[config.mk]
export PLATFORM = sky130hd
export DESIGN_NAME = regfile_mp
export DESIGN_NICKNAME = d
export VERILOG_FILES = /design/src/rtl/regfile_mp_pkg.sv /design/src/rtl/regfile_scoreboard.sv /design/src/rtl/regfile_mp.sv
export SDC_FILE = /design/constraint.sdc
export NUM_CORES = 2
export LEC_CHECK = 0
export BUFFER_PORTS_ARGS = -buffer_cell sky130_fd_sc_hd__buf_2
export CELL_PAD_IN_SITES_DETAIL_PLACEMENT = 0
export CELL_PAD_IN_SITES_GLOBAL_PLACEMENT = 1
export CORE_MARGIN = 8
export CORE_UTILIZATION = 45
export CTS_BUF_LIST = sky130_fd_sc_hd__clkbuf_4
export DETAILED_ROUTE_END_ITERATION = 8
export PLACE_DENSITY = 0.86
export SETUP_SLACK_MARGIN = 0.05
export SYNTH_ARGS = -nofsm -noshare
export SYNTH_HDL_FRONTEND = slang
export SYNTH_SLANG_ARGS = --single-unit
export TNS_END_PERCENT = 20
[constraint.sdc]
create_clock -name clk -period 2 [get_ports clk]
set_input_delay 0.1 -clock clk [delete_from_list [all_inputs] [get_ports clk]]
set_output_delay 0.1 -clock clk [all_outputs]
set_load 0.02 [all_outputs]
[src/rtl/regfile_mp_pkg.sv]
// Core-wide constants shared by the register file and its scoreboard.
package regfile_mp_pkg;

    localparam int unsigned XLEN       = 32;
    localparam int unsigned REG_ADDR_W = 5;
    localparam int unsigned ZERO_REG   = 0;

endpackage : regfile_mp_pkg

[src/rtl/regfile_scoreboard.sv]
// Per-register busy bits: reserve sets, completed write clears, flush wipes all.
module regfile_scoreboard
    import regfile_mp_pkg::*;
#(
    parameter int unsigned ADDR_WIDTH = REG_ADDR_W
) (
    input  logic                         clk,
    input  logic                         rst,
    input  logic [(2**ADDR_WIDTH)-1:0]   wr_clr,
    input  logic                         resv_en,
    input  logic [ADDR_WIDTH-1:0]        resv_addr,
    input  logic                         flush,
    output logic [(2**ADDR_WIDTH)-1:0]   busy,
    output logic                         resv_ok
);

    localparam int unsigned NENT = 2 ** ADDR_WIDTH;

    logic [NENT-1:0] busy_q;
    logic [NENT-1:0] busy_d;

    // Reserve is judged against current busy only; same-cycle clears do not help.
    assign resv_ok = resv_en & ~busy_q[resv_addr];
    assign busy    = busy_q;

    always_comb begin
        busy_d = busy_q & ~wr_clr;
        if (resv_ok && (resv_addr != ADDR_WIDTH'(ZERO_REG))) begin
            busy_d[resv_addr] = 1'b1;
        end
        if (flush) begin
            busy_d = '0;
        end
        busy_d[ZERO_REG] = 1'b0;
    end

    always_ff @(posedge clk or negedge rst) begin
        if (!rst) begin
            busy_q <= '0;
        end else begin
            busy_q <= busy_d;
        end
    end

endmodule : regfile_scoreboard

[src/rtl/regfile_mp.sv]
// Multi-port register file with hardwired-zero x0, write forwarding and busy scoreboard.
module regfile_mp
    import regfile_mp_pkg::*;
#(
    parameter int unsigned ADDR_WIDTH = REG_ADDR_W,
    parameter int unsigned DATA_WIDTH = XLEN,
    parameter int unsigned NUM_RD     = 2,
    parameter int unsigned NUM_WR     = 2,
    parameter int unsigned BYPASS     = 1
) (
    input  logic                           clk,
    input  logic                           rst,
    input  logic [NUM_WR-1:0]              wen,
    input  logic [NUM_WR*ADDR_WIDTH-1:0]   waddr,
    input  logic [NUM_WR*DATA_WIDTH-1:0]   wdata,
    input  logic [NUM_RD*ADDR_WIDTH-1:0]   raddr,
    output logic [NUM_RD*DATA_WIDTH-1:0]   rdata,
    output logic [NUM_RD-1:0]              rbusy,
    input  logic                           resv_en,
    input  logic [ADDR_WIDTH-1:0]          resv_addr,
    output logic                           resv_ok,
    input  logic                           flush
);

    localparam int unsigned NENT = 2 ** ADDR_WIDTH;

    // Plain module-level array so difftest can peek at architectural state.
    logic [DATA_WIDTH-1:0] regs_q [NENT];
    logic [NENT-1:0]       wr_mask;
    logic [NENT-1:0]       busy;
    logic                  byp_en;

    assign byp_en = (BYPASS != 0) && rst;

    always_comb begin
        wr_mask = '0;
        for (int unsigned p = 0; p < NUM_WR; p++) begin
            if (wen[p] && (waddr[p*ADDR_WIDTH +: ADDR_WIDTH] != ADDR_WIDTH'(ZERO_REG))) begin
                wr_mask[waddr[p*ADDR_WIDTH +: ADDR_WIDTH]] = 1'b1;
            end
        end
    end

    // Later ports are applied last, so the highest-index port wins on a collision.
    always_ff @(posedge clk or negedge rst) begin
        if (!rst) begin
            for (int unsigned i = 0; i < NENT; i++) begin
                regs_q[i] <= '0;
            end
        end else begin
            for (int unsigned p = 0; p < NUM_WR; p++) begin
                if (wen[p] && (waddr[p*ADDR_WIDTH +: ADDR_WIDTH] != ADDR_WIDTH'(ZERO_REG))) begin
                    regs_q[waddr[p*ADDR_WIDTH +: ADDR_WIDTH]] <= wdata[p*DATA_WIDTH +: DATA_WIDTH];
                end
            end
        end
    end

    always_comb begin
        rdata = '0;
        rbusy = '0;
        for (int unsigned r = 0; r < NUM_RD; r++) begin
            rdata[r*DATA_WIDTH +: DATA_WIDTH] = regs_q[raddr[r*ADDR_WIDTH +: ADDR_WIDTH]];
            rbusy[r]                          = busy[raddr[r*ADDR_WIDTH +: ADDR_WIDTH]];
            for (int unsigned p = 0; p < NUM_WR; p++) begin
                if (byp_en && wen[p]
                    && (waddr[p*ADDR_WIDTH +: ADDR_WIDTH] == raddr[r*ADDR_WIDTH +: ADDR_WIDTH])
                    && (raddr[r*ADDR_WIDTH +: ADDR_WIDTH] != ADDR_WIDTH'(ZERO_REG))) begin
                    rdata[r*DATA_WIDTH +: DATA_WIDTH] = wdata[p*DATA_WIDTH +: DATA_WIDTH];
                    rbusy[r]                          = 1'b0;
                end
            end
        end
    end

    regfile_scoreboard #(
        .ADDR_WIDTH (ADDR_WIDTH)
    ) u_scoreboard (
        .clk       (clk),
        .rst       (rst),
        .wr_clr    (wr_mask),
        .resv_en   (resv_en),
        .resv_addr (resv_addr),
        .flush     (flush),
        .busy      (busy),
        .resv_ok   (resv_ok)
    );

endmodule : regfile_mp

; Word level (Yosys, flattened, before mapping)
; Index checks and enable logic that the tools add are counted.
[totals]
register_bits = 1055
inputBits = 95
output_inout_bits = 67
word_cells = 122
[classes]
n_lt_le_gt_ge = 14
n_eq_ne = 4
muxes = 38
bitwise = 10
n_reduce_logical = 23
[op_table]
columns = op, n
row1 = $bwmux 1024, 2
row2 = $mux 1024, 2
row3 = $mux 32, 14
row4 = $bmux 32 s5, 2
row5 = $demux 32 s5, 2
row6 = $or 32x32->32, 2
row7 = $and 32x32->32, 1
row8 = $not 32->32, 1
row9 = $lt 5x6->1 const B, 5
row10 = $reduce_bool 5->1, 5
row11 = $ge 6x6->1 const B, 4
row12 = $not 5->6, 4
row13 = $eq 5x5->1, 4
row14 = $logic_and 1x1->1, 18
row15 = $bmux 1 s5, 3
row16 = $demux 1 s5, 3
row17 = $ge 5x1->1 const B, 3
row18 = $lt 6x1->1 const B, 2
row19 = $mux 1, 10
row20 = $and 1x1->1, 1
row21 = $not 1->1, 1

; Depth between registers and ports, before layout
[depth]
depth_word = 12
ltp_mapped = 11
mapped_depth_nobuf = 6

; Cells and area by module
; From an unflattened synthesis, not the netlist that was laid out.
[hier_totals]
hier_cells = 6552
area_unflattened_um2 = 67554.8
[by_module_without_submodules]
columns = module, n_inst, cells_each, area_each_um2, seq_area_each_um2
row1 = regfile_mp, 1, 6369, 65705.5, 25624.6
row2 = regfile_scoreboard, 1, 183, 1849.3, 775.7

; Worst setup path after synthesis
; Ideal clock, no wire load.
[synth_path]
path_kind = input to output
from = input raddr[8]
to = output rdata[32]
t_arrival_ps = 2134
t_required_ps = 1900
slack_ps = -234
cell_stages = 10
path_buffers = 4
path_cell_list = clkbuf_1 > or2_1 > clkbuf_1 > nor4_1 > or4_1 > buf_2 > nand2b_1 > buf_2 > o22ai_1 > nor3_1
[synth_via]
elab_chain_cells = 6
word_cells_on_any_way = 13
classes_between = 2 x eq/ne / 5 x mux / 1 x bitwise / 5 x reduce/logical
[synth_rtl]
columns = element, line_no
row1 = from (decl), regfile_mp.sv:16  ; input logic [NUM_RD*ADDR_WIDTH-1:0] raddr,
row2 = $not 5->6 (implied by the code), regfile_mp.sv:63  ; rdata[r*DATA_WIDTH +: DATA_WIDTH] = regs_q[raddr[r*ADDR_WIDTH +: ADDR_WIDTH]];
row3 = $bmux 32 s5, regfile_mp.sv:63
row4 = $mux 32 (implied by the code) (2 in a row), regfile_mp.sv:63
row5 = $mux 32, regfile_mp.sv:66  ; if (byp_en && wen[p]
row6 = $mux 32 *, regfile_mp.sv:66
row7 = to (decl), regfile_mp.sv:17  ; output logic [NUM_RD*DATA_WIDTH-1:0] rdata,
; Every way passes the cells marked *; elsewhere a longest branch is shown, timed or not. The select of a mux whose other input is x is not followed.

; Final worst setup path
[layout_path]
from = register regs_q[94] in the netlist's numbering
to = output rdata[30]
[layout_via]
elab_chain_cells = 5
[layout_rtl]
columns = element, line_no
row1 = from (decl), regfile_mp.sv:28  ; logic [DATA_WIDTH-1:0] regs_q [NENT];
row2 = "from (signal, indexed assignment)", regfile_mp.sv:53  ; regs_q[waddr[p*ADDR_WIDTH +: ADDR_WIDTH]] <= wdata[p*DATA_WIDTH +: DATA_WIDTH];
row3 = $bmux 32 s5, regfile_mp.sv:63
row4 = $mux 32 (implied by the code) (2 in a row), regfile_mp.sv:63
row5 = $mux 32 (2 in a row), regfile_mp.sv:66
; No other way between the ends. The select of a mux whose other input is x is not followed.

==> results.py <==
metrics = {
    "outcome": {
        "status": "finished with violations",
        "failing_checks": "negative setup slack",
    },
    "synth": {
        "synth_cells": 6283,
        "yosysTopAreaCell": "sky130_fd_sc_hd__dfrtp_1",
        "synth_area_um2": 66680,
        "synth.yosys.seq_area_share": 0.3959,
        "avgSynthCellArea_um2": 10.61,
        "synth.top_cell.area_share": 0.3959,
        "synth.area.top_cells": "sky130_fd_sc_hd__dfrtp_1 40%, sky130_fd_sc_hd__mux4_2 19%, sky130_fd_sc_hd__mux2i_1 16%",
        "edff_count_synth": 0,
        "ys_async_sr_fraction": 1.000,
        "distinct_cell_type_count_after_synthesis": 65,
        "postSynthNetCount": 6378,
        "synth.ff_latch_count": 1055,
        "synth-main-ff-cell": "sky130_fd_sc_hd__dfrtp_1",
        "synth.yosys.warnings": 0,
    },
    "power": {
        "power.static_leakage_nw": 37.28,
        "power-per-cell-area_nw_per_um2": 898.7,
        "irDropWorstVdd_mv": 0.6963,
    },
    "critical_path": {
        "critical_path_s_top_delay_family": "multiplexers",
        "slowest_stage_delay_on_critical_path_ns": 0.56,
        "timing.critical_path.cells": "mux4_2 -> mux4_2 -> o211ai_1 -> a31oi_4 -> buf_6",
        "regToRegStartpoint": "u_scoreboard.busy[3]$_DFF_PN0_",
        "start_kind": "flop",
        "worstSetupPathType": "flop to output pin",
        "worst_setup_end_kind": "output pin",
        "reg2reg_slack_ns": -0.46,
        "worst-path-max-fanout": 3,
        "worstPathBufferInverterCount": 1,
        "r2r_end": "u_scoreboard.busy[13]$_DFF_PN0_",
        "worst-endpoint-required_ns": 1.90,
        "timing.critical_path.slowest_stage_cell": "sky130_fd_sc_hd__mux4_2",
        "crit_arrival_ns": 3.55,
        "setup.worst_path.end": "rdata[30]",
        "rr_worst_depth": 10,
        "cp_common_cell": "sky130_fd_sc_hd__mux4_2",
        "critical_path_cell_count": 5,
        "cp-startpoint": "regs_q[94]$_DFF_PN0_",
    },
    "clock_tree": {
        "clock_tree.htree_level_count": 5,
        "cts_root_buf": "sky130_fd_sc_hd__clkbuf_4",
        "clk_pin_slew_worst_paths_ns": 0.07,
        "cts_buffer_depth": 4,
        "cts_sinks": 1055,
        "clock_insertion_delay_worst_skew_ns": 1.36,
        "tritoncts": "yes",
        "tritoncts.num_buffers": 306,
    },
    "place": {
        "worst_setup_slack_after_placement_ns": -0.8418,
        "numPortBuffers": 161,
        "place_area_um2": 76850,
        "gpl.final_weighted_congestion": 0.9960,
        "hpwl_mm": 191.9,
    },
    "floorplanning": {
        "die_x_um": 400.9,
        "io_pins": 162,
        "row_count": 141,
        "die-area_um2": 160700,
        "fp.dieH_um": 400.9,
        "initial_core_util": 0.4521,
        "placeableCoreArea_um2": 147500,
    },
    "sta": {
        "fraction_of_the_cycle_the_final_worst_path_needs": 1.826,
        "setup_viol_count_final": 117,
        "clock.fmax_mhz": 273.8,
        "finalMaxSlewViolations": 0,
        "final.setup_skew_ns": 0.1019,
        "grt_setup_unrepaired": "true",
        "postLayoutSetupSlackWorst_ns": -1.653,
        "worstMarginPinSlew_ns": 1.216,
        "final_hold_violation_count": 0,
        "relSlewSlack": 0.1895,
        "hold_slack_ns": 0.03092,
        "layout_min_cycle_time_ns": 3.653,
    },
    "final_layout": {
        "area.growth.synth_to_final_pct": 26.10,
        "final_layout_size_suffix_gt1_frac": 0.3235,
        "multi_input_comb_area_um2": 38250,
        "mostFrequentLayoutCell": "sky130_fd_sc_hd__dfrtp_1",
        "finish.utilization": 0.5701,
        "area.sequential_um2": 26400,
        "final_cell_mix": "1055 x sky130_fd_sc_hd__dfrtp_1, 1029 x sky130_fd_sc_hd__mux2i_1, 707 x sky130_fd_sc_hd__buf_4",
        "layout.cell_area.non_filler_um2": 84080,
        "fill_cell_count": 12010,
        "final_nets": 7185,
    },
    "detailed_routing": {
        "detailed_router_s_first_iteration_violation_count": 9717,
        "antenna_left": 0,
        "count_of_tritonroute_iterations_in_the_first_routing_pass": 9,
        "route.vias.total": 63440,
        "drc": 0,
        "route.detailed.wl_per_inst_um": 32.61,
        "number_of_vias_per_cell": 6.882,
        "totalWireLength_mm": 300.6,
    },
    "global_route": {
        "grtUsageTotal": 0.3612,
        "grt_max_degree": 170,
        "grt_pass1_vias": 62730,
        "grt_first_pass_wirelength_mm": 433.0,
        "grt_overflow_total": 0,
        "antenna_found_initial": 18,
    },
    "worst_hold_path": {
        "holdCritPathClass": "input port to flop",
    },
    "flow_run": {
        "max_cap_viols": 0,
    },
}
routing by layer:
layer	vias up	track usage	share of wire
met5	-	0.008621	0.00079
met4	8	0.2622	0.089
met3	1689	0.1594	0.17
met2	5978	0.5010	0.41
met1	30790	0.4446	0.34
li1	24980	-	-
logic make-up (layout without fill, tap and decap cells):
logic type,Yosys count,count (layout),synth area share
buf+inv,843,1839,0.05160
mux,1605,1605,0.3456
other cells,0,9,0
simple gates,1343,1343,0.08238
compound gates,1417,1417,0.1219
xor+xnor,20,20,0.002627
flops,1055,1055,0.3959
power by group:
group	internal [mW]	total, mW	leakage (nW)	switching, mW
combinational	13.5	24.3	22.1	10.9
sequential	26.7	31.1	13.0	4.41
clock	10.2	20.1	2.16	9.94
total	50.3	75.6	37.3	25.2
synth_stat cells, drive strengths merged (13+ instances only):
cell / n
mux2: 15
buf: 268
nand2b: 27
a31oi: 16
mux4: 556
nand3: 13
nand2: 596
a32oi: 128
a211oi: 36
clkbuf: 564
a22oi: 18
mux2i: 1034
xnor2: 18
nor2: 596
nor3: 18
dfrtp: 1055
o22ai: 102
a221oi: 22
o21ai: 553
nor3b: 17
a21oi: 495
tightest hold or removal path, cell delays in order:
cell and delay [ns]:
sky130_fd_sc_hd__buf_2 0.16, sky130_fd_sc_hd__dlymetal6s4s_1 0.32, sky130_fd_sc_hd__buf_4 0.19, sky130_fd_sc_hd__nand3_1 0.08
sky130_fd_sc_hd__buf_4 0.23, sky130_fd_sc_hd__o2111ai_1 0.15, sky130_fd_sc_hd__o21ai_1 0.09
cell type report:
| cell class | instances | area share |
|---|---|---|
| inverter | 11 | 0.0005208 |
| clock inverter | 54 | 0.002813 |
| multi-input combinational | 4385 | 0.4550 |
| sequential | 1055 | 0.3140 |
| clock buffer | 443 | 0.03955 |
| antenna | 9 | 0.0002679 |
| tap | 1930 | 0.02872 |
| timing repair buffer | 1331 | 0.1592 |
repair_timing:
action                                   CTS  global route
setup buffers                              7            19
resized for setup                        174           139
hold endpoints to repair                2078           246
pin swaps                                 81            62
endpoints found under the setup margin    98           207
hold buffers                             224             6
per-stage QoR:
| step | std cells | total power [mW] | TNS, ns |
|---|---|---|---|
| 2_1_floorplan | 6283 | 44.12 | -4.685 |
| 3_3_place_gp | 8463 | 52.14 | -57.72 |
| 3_5_place_dp | 8463 | 53.23 | -65.67 |
| 4_1_cts | 9188 | 74.23 | -113.55 |
| 5_1_grt | 9214 | 78.52 | -121.69 |
| 6_report | 9218 | 75.56 | -102.00 |
how the worst min path moves through the flow:
stage / end / cells past startpoint / startpoint
final: u_scoreboard.busy[31]$_DFF_PN0_ / 7 / waddr[1]
after detailed placement: regs_q[950]$_DFF_PN0_ / 3 / rst
after global placement: regs_q[950]$_DFF_PN0_ / 3 / rst
after global routing: regs_q[748]$_DFF_PN0_ / 9 / waddr[3]
after floorplan: regs_q[0]$_DFF_PN0_ / 0 / rst
after CTS: u_scoreboard.busy[19]$_DFF_PN0_ / 9 / resv_addr[0]
sequential cells by signal (all words and copies together), names as in the netlist:
name               flops
regs_q              1024
u_scoreboard.busy     31
No activity file was read; power rests on OpenSTA's default activity.
